### config.mk
export PLATFORM = sky130hd
export DESIGN_NAME = pc_sequencer_flat
export DESIGN_NICKNAME = d
export VERILOG_FILES = /design/src/rtl/proc_pkg.sv /design/src/rtl/pc_sequencer_if.sv /design/src/rtl/pc_sequencer_ret_stack.sv /design/src/rtl/pc_sequencer.sv /design/src/flat_wrapper.sv
export SDC_FILE = /design/constraint.sdc
export NUM_CORES = 1
export LEC_CHECK = 0
export ABC_AREA = 1
export BUFFER_PORTS_ARGS = -buffer_cell sky130_fd_sc_hd__buf_2
export CAP_MARGIN = 40
export CORE_MARGIN = 1
export CORE_UTILIZATION = 26
export CTS_BUF_LIST = sky130_fd_sc_hd__clkbuf_2
export CTS_CLUSTER_DIAMETER = 60
export DETAILED_ROUTE_END_ITERATION = 7
export PLACE_DENSITY = 0.51
export SLEW_MARGIN = 5
export SYNTH_ARGS = -nofsm -noshare
export SYNTH_HDL_FRONTEND = slang
export SYNTH_SLANG_ARGS = --single-unit
export TNS_END_PERCENT = 50
### constraint.sdc
create_clock -name clk -period 1.2 [get_ports clk]
set_input_delay 0.24 -clock clk [delete_from_list [all_inputs] [get_ports clk]]
set_output_delay 0.24 -clock clk [all_outputs]
set_load 0.01 [all_outputs]
### src/rtl/proc_pkg.sv
// ---------------------------------------------------------------------------
// proc_pkg
// Shared definitions for the program-counter stage:
//   PC_WIDTH      default PC / adder datapath width
//   PC_RESET_VAL  default PC value after reset
//   INC_ONE       sequential-fetch increment fed to the adder
//   pc_state_e    sequencer FSM states
// ---------------------------------------------------------------------------
package proc_pkg;

    localparam int PC_WIDTH     = 8;
    localparam int PC_RESET_VAL = 0;
    localparam int INC_ONE      = 1;

    typedef enum logic [1:0] {
        ST_IDLE   = 2'd0,
        ST_FETCH  = 2'd1,
        ST_UPDATE = 2'd2,
        ST_HALTED = 2'd3
    } pc_state_e;

endpackage : proc_pkg

### src/rtl/pc_sequencer_if.sv
// ---------------------------------------------------------------------------
// pc_sequencer_if
// Bus between the PC sequencer and its neighbours: the instruction-memory
// fetch handshake plus the operand/result wires of the external adder.
//   imem_req   fetch request, pc_out valid while high
//   imem_ack   memory accepted the fetch of pc_out
//   pc_out     current PC
//   adder_in1  adder operand 1 (always the PC)
//   adder_in2  adder operand 2 (+1 or branch offset)
//   adder_sum  adder result
// Modports:
//   master  sequencer side
//   slave   memory/adder side
// ---------------------------------------------------------------------------
interface pc_sequencer_if #(
    parameter int WIDTH = 8
);
    logic             imem_req;
    logic             imem_ack;
    logic [WIDTH-1:0] pc_out;
    logic [WIDTH-1:0] adder_in1;
    logic [WIDTH-1:0] adder_in2;
    logic [WIDTH-1:0] adder_sum;

    modport master (
        output imem_req,
        output pc_out,
        output adder_in1,
        output adder_in2,
        input  imem_ack,
        input  adder_sum
    );

    modport slave (
        input  imem_req,
        input  pc_out,
        input  adder_in1,
        input  adder_in2,
        output imem_ack,
        output adder_sum
    );
endinterface : pc_sequencer_if

### src/rtl/pc_sequencer_ret_stack.sv
// ---------------------------------------------------------------------------
// ret_stack
// Small LIFO of return addresses (DEPTH x WIDTH). Only instantiated when the
// sequencer is built with PC_CALL_STACK_EN.
// Ports:
//   clk, rst    clock, asynchronous active-high reset (clears the stack)
//   push        write push_data on top (ignored when full)
//   push_data   value to push
//   pop         remove the top entry (ignored when empty)
//   top         current top entry, combinational
//   full,empty  occupancy flags
// ---------------------------------------------------------------------------
module ret_stack #(
    parameter int WIDTH = 8,
    parameter int DEPTH = 4
) (
    input  logic             clk,
    input  logic             rst,
    input  logic             push,
    input  logic [WIDTH-1:0] push_data,
    input  logic             pop,
    output logic [WIDTH-1:0] top,
    output logic             full,
    output logic             empty
);
    localparam int CW = $clog2(DEPTH + 1);

    logic [CW-1:0]    count_reg;
    logic [WIDTH-1:0] entry [DEPTH];

    logic do_push;
    logic do_pop;

    assign full    = (count_reg == CW'(DEPTH));
    assign empty   = (count_reg == '0);
    assign do_push = push && !full;
    assign do_pop  = pop && !empty;

    // Each slot is its own register; slot gi is written when it is the next
    // free position.
    for (genvar gi = 0; gi < DEPTH; gi++) begin : g_entry
        logic [WIDTH-1:0] data_reg;

        always_ff @(posedge clk or posedge rst) begin
            if (rst) begin
                data_reg <= '0;
            end else if (do_push && (count_reg == CW'(gi))) begin
                data_reg <= push_data;
            end
        end

        assign entry[gi] = data_reg;
    end

    always_ff @(posedge clk or posedge rst) begin
        if (rst) begin
            count_reg <= '0;
        end else if (do_push && !do_pop) begin
            count_reg <= count_reg + CW'(1);
        end else if (do_pop && !do_push) begin
            count_reg <= count_reg - CW'(1);
        end
    end

    // Top of stack is the slot just below the fill count.
    always_comb begin
        top = '0;
        for (int i = 0; i < DEPTH; i++) begin
            if (count_reg == CW'(i + 1)) begin
                top = entry[i];
            end
        end
    end

endmodule : ret_stack

### src/rtl/pc_sequencer.sv
// ---------------------------------------------------------------------------
// pc_sequencer
// Program-counter stage. Holds the PC, feeds the external adder
// (in1 = PC, in2 = +1 or branch offset), loads the adder result back into the
// PC, and sequences instruction fetches with a req/ack handshake.
// FSM: IDLE -> FETCH (req high until ack) -> UPDATE (one cycle) -> FETCH/IDLE,
// or UPDATE -> HALTED on halt (left only through reset).
// UPDATE priority: halt > jump > branch > increment.
//
// Optional build macro PC_CALL_STACK_EN adds call/ret inputs, a stack_err
// output and a return stack. Priority then is
// halt > ret > call > jump > branch > increment.
//
// Ports:
//   clk, rst         clock, asynchronous active-high reset
//   en               start/continue sequencing
//   jump, jump_addr  absolute jump (sampled in UPDATE)
//   branch, branch_off  PC-relative branch (sampled in UPDATE)
//   halt             stop after the current fetch (sampled in UPDATE)
//   call, ret        subroutine call/return (PC_CALL_STACK_EN only)
//   stack_err        one-cycle pulse on call-when-full / ret-when-empty
//                    (PC_CALL_STACK_EN only)
//   wrap             one-cycle pulse when an increment rolls over to 0
//   halted           high in HALTED
//   bus              fetch handshake, pc_out and adder operands (master)
// ---------------------------------------------------------------------------
module pc_sequencer
    import proc_pkg::*;
#(
    parameter int               WIDTH       = PC_WIDTH,
`ifdef PC_CALL_STACK_EN
    parameter int               STACK_DEPTH = 4,
`endif
    parameter logic [WIDTH-1:0] RESET_PC    = WIDTH'(PC_RESET_VAL)
) (
    input  logic             clk,
    input  logic             rst,
    input  logic             en,
    input  logic             jump,
    input  logic [WIDTH-1:0] jump_addr,
    input  logic             branch,
    input  logic [WIDTH-1:0] branch_off,
    input  logic             halt,
`ifdef PC_CALL_STACK_EN
    input  logic             call,
    input  logic             ret,
    output logic             stack_err,
`endif
    output logic             wrap,
    output logic             halted,
    pc_sequencer_if.master   bus
);

    pc_state_e        state_reg;
    logic [WIDTH-1:0] pc_reg;
    logic             req_reg;
    logic             wrap_reg;
    logic             halted_reg;

    logic [WIDTH-1:0] pc_next;
    logic [WIDTH-1:0] in2_next;
    logic             inc_sel;      // UPDATE is taking the plain +1 path
    logic             update_go;    // UPDATE cycle that changes the PC

`ifdef PC_CALL_STACK_EN
    logic             err_reg;
    logic             err_next;
    logic             stack_push;
    logic             stack_pop;
    logic             stack_full;
    logic             stack_empty;
    logic [WIDTH-1:0] stack_top;

    // Return address is PC+1, which is what the adder produces while a call
    // is being serviced (in2 stays at +1 on that path).
    ret_stack #(
        .WIDTH (WIDTH),
        .DEPTH (STACK_DEPTH)
    ) u_ret_stack (
        .clk       (clk),
        .rst       (rst),
        .push      (stack_push),
        .push_data (bus.adder_sum),
        .pop       (stack_pop),
        .top       (stack_top),
        .full      (stack_full),
        .empty     (stack_empty)
    );

    assign stack_err = err_reg;
`endif

    assign update_go = (state_reg == ST_UPDATE) && !halt;

    // Next-PC selection and adder operand 2. The adder result is the default
    // next PC; only jumps/returns bypass it.
    always_comb begin
        pc_next  = bus.adder_sum;
        in2_next = WIDTH'(INC_ONE);
        inc_sel  = 1'b0;
`ifdef PC_CALL_STACK_EN
        err_next   = 1'b0;
        stack_push = 1'b0;
        stack_pop  = 1'b0;
`endif
        if (update_go) begin
`ifdef PC_CALL_STACK_EN
            if (ret && !stack_empty) begin
                pc_next   = stack_top;
                stack_pop = 1'b1;
            end else if (ret) begin
                // Return with nothing to return to: fall through as +1.
                inc_sel  = 1'b1;
                err_next = 1'b1;
            end else if (call) begin
                // A full stack drops the return address but still jumps.
                pc_next    = jump_addr;
                stack_push = !stack_full;
                err_next   = stack_full;
            end else
`endif
            if (jump) begin
                pc_next = jump_addr;
            end else if (branch) begin
                in2_next = branch_off;
            end else begin
                inc_sel = 1'b1;
            end
        end
    end

    always_ff @(posedge clk or posedge rst) begin
        if (rst) begin
            state_reg  <= ST_IDLE;
            pc_reg     <= RESET_PC;
            req_reg    <= 1'b0;
            wrap_reg   <= 1'b0;
            halted_reg <= 1'b0;
`ifdef PC_CALL_STACK_EN
            err_reg    <= 1'b0;
`endif
        end else begin
            wrap_reg <= 1'b0;
`ifdef PC_CALL_STACK_EN
            err_reg  <= 1'b0;
`endif
            case (state_reg)
                ST_IDLE: begin
                    if (en) begin
                        state_reg <= ST_FETCH;
                        req_reg   <= 1'b1;
                    end
                end
                ST_FETCH: begin
                    // Request and PC stay put until memory accepts.
                    if (bus.imem_ack) begin
                        state_reg <= ST_UPDATE;
                        req_reg   <= 1'b0;
                    end
                end
                ST_UPDATE: begin
                    if (halt) begin
                        state_reg  <= ST_HALTED;
                        halted_reg <= 1'b1;
                    end else begin
                        pc_reg   <= pc_next;
                        // Only a sequential increment reports rollover;
                        // branches wrap silently.
                        wrap_reg <= inc_sel && (pc_reg == '1);
`ifdef PC_CALL_STACK_EN
                        err_reg  <= err_next;
`endif
                        if (en) begin
                            state_reg <= ST_FETCH;
                            req_reg   <= 1'b1;
                        end else begin
                            state_reg <= ST_IDLE;
                        end
                    end
                end
                ST_HALTED: begin
                    state_reg <= ST_HALTED;
                end
                default: begin
                    state_reg <= ST_IDLE;
                    req_reg   <= 1'b0;
                end
            endcase
        end
    end

    assign bus.imem_req  = req_reg;
    assign bus.pc_out    = pc_reg;
    assign bus.adder_in1 = pc_reg;
    assign bus.adder_in2 = in2_next;
    assign wrap          = wrap_reg;
    assign halted        = halted_reg;

endmodule : pc_sequencer

### src/flat_wrapper.sv
// flat-port wrapper written by rule: the top's interface ports become plain ports
module pc_sequencer_flat import proc_pkg::*;
#(
    parameter int               WIDTH       = PC_WIDTH,

    parameter logic [WIDTH-1:0] RESET_PC    = WIDTH'(PC_RESET_VAL)
)
  (clk, rst, en, jump, jump_addr, branch, branch_off, halt, wrap, halted, bus_imem_req, bus_pc_out, bus_adder_in1, bus_adder_in2, bus_imem_ack, bus_adder_sum);
  pc_sequencer_if #(.WIDTH(WIDTH)) bus_i ();
  input  logic clk;
  input  logic rst;
  input  logic en;
  input  logic jump;
  input  logic [WIDTH-1:0] jump_addr;
  input  logic branch;
  input  logic [WIDTH-1:0] branch_off;
  input  logic halt;
  output logic wrap;
  output logic halted;
  output wire logic [$bits(bus_i.imem_req)-1:0] bus_imem_req;
  output wire logic [$bits(bus_i.pc_out)-1:0] bus_pc_out;
  output wire logic [$bits(bus_i.adder_in1)-1:0] bus_adder_in1;
  output wire logic [$bits(bus_i.adder_in2)-1:0] bus_adder_in2;
  input wire logic [$bits(bus_i.imem_ack)-1:0] bus_imem_ack;
  input wire logic [$bits(bus_i.adder_sum)-1:0] bus_adder_sum;
  assign bus_imem_req = bus_i.imem_req;
  assign bus_pc_out = bus_i.pc_out;
  assign bus_adder_in1 = bus_i.adder_in1;
  assign bus_adder_in2 = bus_i.adder_in2;
  assign bus_i.imem_ack = bus_imem_ack;
  assign bus_i.adder_sum = bus_adder_sum;
  pc_sequencer #(.WIDTH(WIDTH), .RESET_PC(RESET_PC)) u_core (.clk(clk), .rst(rst), .en(en), .jump(jump), .jump_addr(jump_addr), .branch(branch), .branch_off(branch_off), .halt(halt), .wrap(wrap), .halted(halted), .bus(bus_i));
endmodule
==> out/metrics.cfg, run 1 <==
[clock_tree]
cts_inserted_buffers = 3
clockBufferDepth = 2
path_clk_slew_ns = 0.14
cts_tree = built
htreeDepth = 1
cts_sinks = 13
clk_latency_ns = 0.28
cts-root-buf = clkbuf_2

[sta]
slew_violations = 0
hold_viol_final = 0
setup_violations = 8
min_period_ns = 1.49
clock_skew_ns = 0.0125
slew_headroom_pct = 66.5
fin_hold_ws_ns = 0.204
rsz0062_at_grt = true
timing.final.ws_setup_ns = -0.289
final.period_utilization_pct = 124
clock.fmax_mhz = 672
tightest_slew_ns = 0.503

[worst_setup_path]
r2r_end = u_core.bus.imem_req$_DFFE_PP0P_
crit_cells = 6
reg2reg_from = u_core.state_reg[0]$_DFFE_PP0P_
worst-path-buf-inv = 3
cp_cell_sequence = inv_2 -> nand2_2 -> nor2_4 -> inv_4 -> nor2_1 -> buf_2
critPathLaunch = u_core.state_reg[0]$_DFFE_PP0P_
crit_family = flip-flops
cp_max_fo = 8
crit_type = flip-flop to output port
critPathRequiredTime_ns = 0.96
crit_path_top_delay_cell = dfrtp_1
critical_path.max_stage_delay_ns = 0.41
crit_path_end_kind = output port
arrival_ns = 1.25
crit_end = bus_adder_in2[7]
ff2ff_setup_slack_ns = 0.04
r2r_cells = 8
cp-start-kind = flip-flop

[placement]
place_area_um2 = 1120
gp_congestion = 0.719
pre_cts_ws_ns = 0.00726
port_buffers = 57
hpwlAfterDp_mm = 1.63

[grt]
overflow = 0
grt_start_max_net_pins = 14
grt_pass1_vias = 800
antenna_found_initial = 0
grt_first_pass_wirelength_mm = 3.49
grt_usage_pct = 13.7

[floorplanning]
die_width_um = 58.4
chipHeight_um = 58.4
start_util_pct = 27.3
coreArea_um2 = 3030
die_area_um2 = 3410
fp-row-count = 20
io_pins = 58

[route]
wl_met3_um = 119
drtAntennaViolNets = 0
met1_length_um = 945
routed.top_layer = met4
initialDrtViolationCount = 34
first_pass_iters = 4
drc_errors = 0
routed_wl_mm = 2.15
via_count = 899
drt-wirelength-per-cell_um = 9.44
wl_met2_mm = 1.07
via_per_inst = 3.94

[power_and_ir_drop]
ir_drop_v = 0.000604
powerDensity_nw_per_um2 = 1740
power.leakage_nw = 0.722
totalPowerFinal_mw = 2.09

[logic_synthesis]
ys_ff_latch = 13
synth_fp_nets = 153
synth_warnings = 0
syn_area_per_cell_um2 = 6.77
seq_area_frac_synth_pct = 39.4
synthDistinctLibCells = 15
syn-cell-area_um2 = 826
syn_inst = 122

[min_path]
hold_path_class = input pin to flip-flop

[cells_and_area]
final_util_pct = 39.8
final-seq-area_um2 = 325
largest_register_ffs = 8
drive_gt1_share_pct = 47.3
fin_nets = 216
fill_cells = 318
multi_input_area_um2 = 380
final_cell_mix = 62 x nand2_1, 57 x buf_2, 13 x dfrtp_1, 11 x buf_4, 9 x nor2_1
diodes = 0
area_growth_pct = 45.8
stdcell_area_um2 = 1200
mostFrequentLayoutCell = nand2_1

[outcome]
outcome = finished, violations left
violations = negative setup slack

[job]
maxCapViolations = 0

kinds of logic (layout without fill, tap and decap cells):
kind of cell	count (synthesis)	count (layout)	synth area share, %
simple gates	84	84	41.2
buf+inv	21	83	16.5
flops	13	13	39.4
compound gates	4	4	2.88
Yosys cell counts (all sizes together):
cell type	count	area (µm²)
a31o	1	8.76
buf	11	93.8
dfrtp	13	325
inv	10	42.6
nand2	65	249
nand3	4	25.0
nor2	15	66.3
o21ai	3	15.0
cell type report:
cell class | count | area share [%]
flip-flops and latches | 13 | 27.0
repair buffers | 69 | 31.4
multi-input cells | 88 | 31.6
clock buffers | 4 | 1.66
well taps | 44 | 4.57
inverters | 10 | 3.74
tightest hold or removal path, stage by stage:
cell and delay [ns]:
buf_2 0.09, nand2_1 0.05, nand3_1 0.08
power breakdown:
part	internal [mW]	switching [mW]
Combinational	0.499	0.590
Sequential	0.615	0.153
Clock	0.0884	0.147
repair_timing:
item,4_1_cts,5_1_grt
hold buffers,1,0
endpoints found under the hold margin,13,0
setup endpoints to repair,8,20
setup buffers,5,3
resized for setup,3,6
pin swaps,1,1
stage by stage:
step	cells	TNS, ns
after CTS	228	-2.19
after detailed placement	218	0
final	228	-2.21
after floorplan	122	-0.114
after global placement	218	0
after global routing	228	-2.90
worst min-delay path by stage:
stage                     startpoint  cells past startpoint  slack, ns                                  end
final                             en                      3       0.20      u_core.state_reg[0]$_DFFE_PP0P_
after global routing              en                      3       0.19      u_core.state_reg[0]$_DFFE_PP0P_
after CTS                         en                      3       0.20      u_core.state_reg[0]$_DFFE_PP0P_
after detailed placement         rst                      2       0.29  u_core.bus.adder_in1[1]$_DFFE_PP0N_
after global placement           rst                      2       0.28  u_core.bus.adder_in1[1]$_DFFE_PP0N_
after floorplan                  rst                      1       0.12  u_core.bus.adder_in1[0]$_DFFE_PP0N_
per-layer routing:
metal  GRT usage [%]  vias up
li1                -      479
met5               0        -
met3            4.18        2
met4            4.42        0
met2            23.0       34
met1            16.7      384
No activity file was read; power rests on OpenSTA's default activity.
==> run 2, diff against run 1 <==
--- a/config.mk
+++ b/config.mk
@@ -5,7 +5,6 @@
 export SDC_FILE = /design/constraint.sdc
 export NUM_CORES = 1
 export LEC_CHECK = 0
-export ABC_AREA = 1
 export BUFFER_PORTS_ARGS = -buffer_cell sky130_fd_sc_hd__buf_2
 export CAP_MARGIN = 40
 export CORE_MARGIN = 1
@@ -13,7 +12,8 @@
 export CTS_BUF_LIST = sky130_fd_sc_hd__clkbuf_2
 export CTS_CLUSTER_DIAMETER = 60
 export DETAILED_ROUTE_END_ITERATION = 7
-export PLACE_DENSITY = 0.51
+export GPL_TIMING_DRIVEN = 0
+export PLACE_DENSITY = 0.53
 export SLEW_MARGIN = 5
 export SYNTH_ARGS = -nofsm -noshare
 export SYNTH_HDL_FRONTEND = slang
==> out/metrics.cfg, run 2 <==
[outcome]
outcome = finished, violations left
violations = negative setup slack

[grt]
grt_start_max_net_pins = 14
overflow = 0
grt_pass1_vias = 682
antenna_found_initial = 0
grt_usage_pct = 13.7
grt_first_pass_wirelength_mm = 2.86

[worst_setup_path]
r2r_end = u_core.wrap$_DFF_PP0_
r2r_cells = 5
cp_max_fo = 8
reg2reg_from = u_core.state_reg[0]$_DFFE_PP0P_
ff2ff_setup_slack_ns = -0.07
worst-path-buf-inv = 1
crit_family = simple AND/OR/NAND/NOR gates
arrival_ns = 1.45
crit_path_end_kind = output port
cp-start-kind = flip-flop
crit_type = flip-flop to output port
crit_path_top_delay_cell = dfrtp_1
critical_path.max_stage_delay_ns = 0.43
cp_cell_sequence = nor3b_4 -> and3b_2 -> and2_4 -> buf_6
critPathRequiredTime_ns = 0.96

[sta]
clock.fmax_mhz = 590
hold_viol_final = 0
setup_violations = 21
slew_headroom_pct = 66.3
tightest_slew_ns = 0.505
slew_violations = 0
final.period_utilization_pct = 141
rsz0062_at_grt = true
clock_skew_ns = 0.00760
timing.final.ws_setup_ns = -0.494
min_period_ns = 1.69

[cells_and_area]
final_cell_mix = 50 x buf_2, 13 x dfrtp_1, 12 x buf_4, 10 x buf_6, 8 x mux2i_1
mostFrequentLayoutCell = buf_2
fill_cells = 258
multi_input_area_um2 = 360
area_growth_pct = 75.4
final_util_pct = 49.4
stdcell_count = 174
largest_register_ffs = 8
final-seq-area_um2 = 325
diodes = 0
drive_gt1_share_pct = 66.7
fin_nets = 176
stdcell_area_um2 = 1260

[logic_synthesis]
syn_inst = 75
synthArstFlopShare_pct = 100
synth-edff-count = 0
synth_top_area_share_pct = 45.4
synthTopCellsByArea = dfrtp_1 45%, mux2i_1 11%, buf_4 9.4%
ys_ff_latch = 13
synth_fp_nets = 106
yosysTopAreaCell = dfrtp_1
synth_common_cells = 13 x dfrtp_1, 11 x nor2_1, 10 x a21oi_1
synthDistinctLibCells = 18
synth_warnings = 0
yosysMostFrequentCell = dfrtp_1
seq_area_frac_synth_pct = 45.4
yosys_most_used_dff = dfrtp_1
syn-cell-area_um2 = 717
syn_area_per_cell_um2 = 9.56

[power_and_ir_drop]
power.leakage_nw = 0.675
power_frac_seq_pct = 39.8
cellInternalPower_mw = 1.18
switching_power_uw = 724
powerDensity_nw_per_um2 = 1520
clkPwrFrac_pct = 11.8
netSwitchingFraction_pct = 37.9
ir_drop_v = 0.000757
comb_power_share_pct = 48.3

[route]
drtAntennaViolNets = 0
via_per_inst = 4.47
drt-wirelength-per-cell_um = 11.7
drc_errors = 0
first_pass_iters = 4
via_count = 778
initialDrtViolationCount = 10
routed_wl_mm = 2.03

[floorplanning]
die_width_um = 54.5
start_util_pct = 28.2
chipHeight_um = 54.5
die_area_um2 = 2970
io_pins = 58
coreArea_um2 = 2540
fp-row-count = 18

[clock_tree]
cts-root-buf = clkbuf_2
clk_latency_ns = 0.27
path_clk_slew_ns = 0.13
cts_sinks = 13
clockBufferDepth = 2
cts_inserted_buffers = 3
cts_tree = built
htreeDepth = 1

[placement]
gp_congestion = 0.652
hpwlAfterDp_mm = 1.49
port_buffers = 56
pre_cts_ws_ns = -0.429
dp_cells = 161
place_area_um2 = 1030

[min_path]
whs_endpoint = u_core.state_reg[1]$_DFFE_PP0P_
min-delay-start = bus_imem_ack
worstHoldPathCells = 3
hold_path_class = input pin to flip-flop

[job]
maxCapViolations = 0

-- run 2: changes by cell type after synthesis, moves of 3 or more --
cell,previous run,this run
nand2_1,63,3
and2_1,0,7
inv_1,7,3
mux2i_1,0,8
a21oi_1,0,10
buf_6,3,0
-- run 2: layout make-up --
class                   count  area share [%]
repair buffers             65            33.6
inverters                   3           0.896
flip-flops and latches     13            25.9
plain buffers              10            6.37
clock buffers               3            1.19
multi-input cells          49            28.7
well taps                  30            2.99
clock inverters             1           0.398
-- run 2: metal layers --
metal  GRT usage [%]  vias to the layer above  routed length, µm
li1                -                      380                  -
met1            13.9                      353                746
met2            25.8                       45               1100
met3            4.44                        0                189
met4            5.13                        0                  0
met5               0                        -                  0
-- run 2: cells by family after synthesis --
kind of cell / share of synthesized area, %
mux: 11.2
flops: 45.4
compound gates: 10.1
simple gates: 21.6
buf+inv: 11.7
-- run 2: worst register-to-register path, cell delays in order, from the launching register on --
cell     delay, ns
dfrtp_1       0.43
nor3b_4       0.20
buf_4         0.14
buf_6         0.12
inv_1         0.05
nor4_1        0.23
-- run 2: timing repair --
item	4_1_cts	5_1_grt
gates resized for setup	8	23
cloned	0	1
buffers inserted	3	5
hold buffers	1	0
endpoints found under the setup margin	25	25
hold endpoints to repair	13	0
pin swaps	8	6
-- run 2: stage by stage --
stage / power, mW / TNS [ns] / hold slack [ns]
2_1_floorplan: 1.24 / -1.40 / 0.117
3_3_place_gp: 1.60 / -3.58 / 0.289
3_5_place_dp: 1.62 / -3.72 / 0.292
4_1_cts: 1.85 / -4.28 / 0.185
5_1_grt: 2.05 / -6.16 / 0.177
6_report: 1.91 / -4.19 / 0.198
-- run 2: power by group through the flow --
stage / clock network (mW) / logic [mW] / registers, mW
final: 0.226 / 0.922 / 0.760
after global routing: 0.254 / 1.01 / 0.786
after CTS: 0.234 / 0.873 / 0.740
after detailed placement: 0 / 0.869 / 0.750
after global placement: 0 / 0.859 / 0.738
after floorplan: 0 / 0.437 / 0.799
-- run 2: worst max-delay path by stage --
stage	from	end	slack, ns	cells after the start
2_1_floorplan	u_core.state_reg[0]$_DFFE_PP0P_	bus_adder_in2[1]	-0.18	3
3_3_place_gp	u_core.state_reg[0]$_DFFE_PP0P_	bus_adder_in2[7]	-0.42	4
3_5_place_dp	u_core.state_reg[0]$_DFFE_PP0P_	bus_adder_in2[7]	-0.43	4
4_1_cts	u_core.state_reg[0]$_DFFE_PP0P_	bus_adder_in2[1]	-0.51	4
5_1_grt	u_core.state_reg[0]$_DFFE_PP0P_	bus_adder_in2[7]	-0.61	4
6_report	u_core.state_reg[0]$_DFFE_PP0P_	bus_adder_in2[3]	-0.49	4
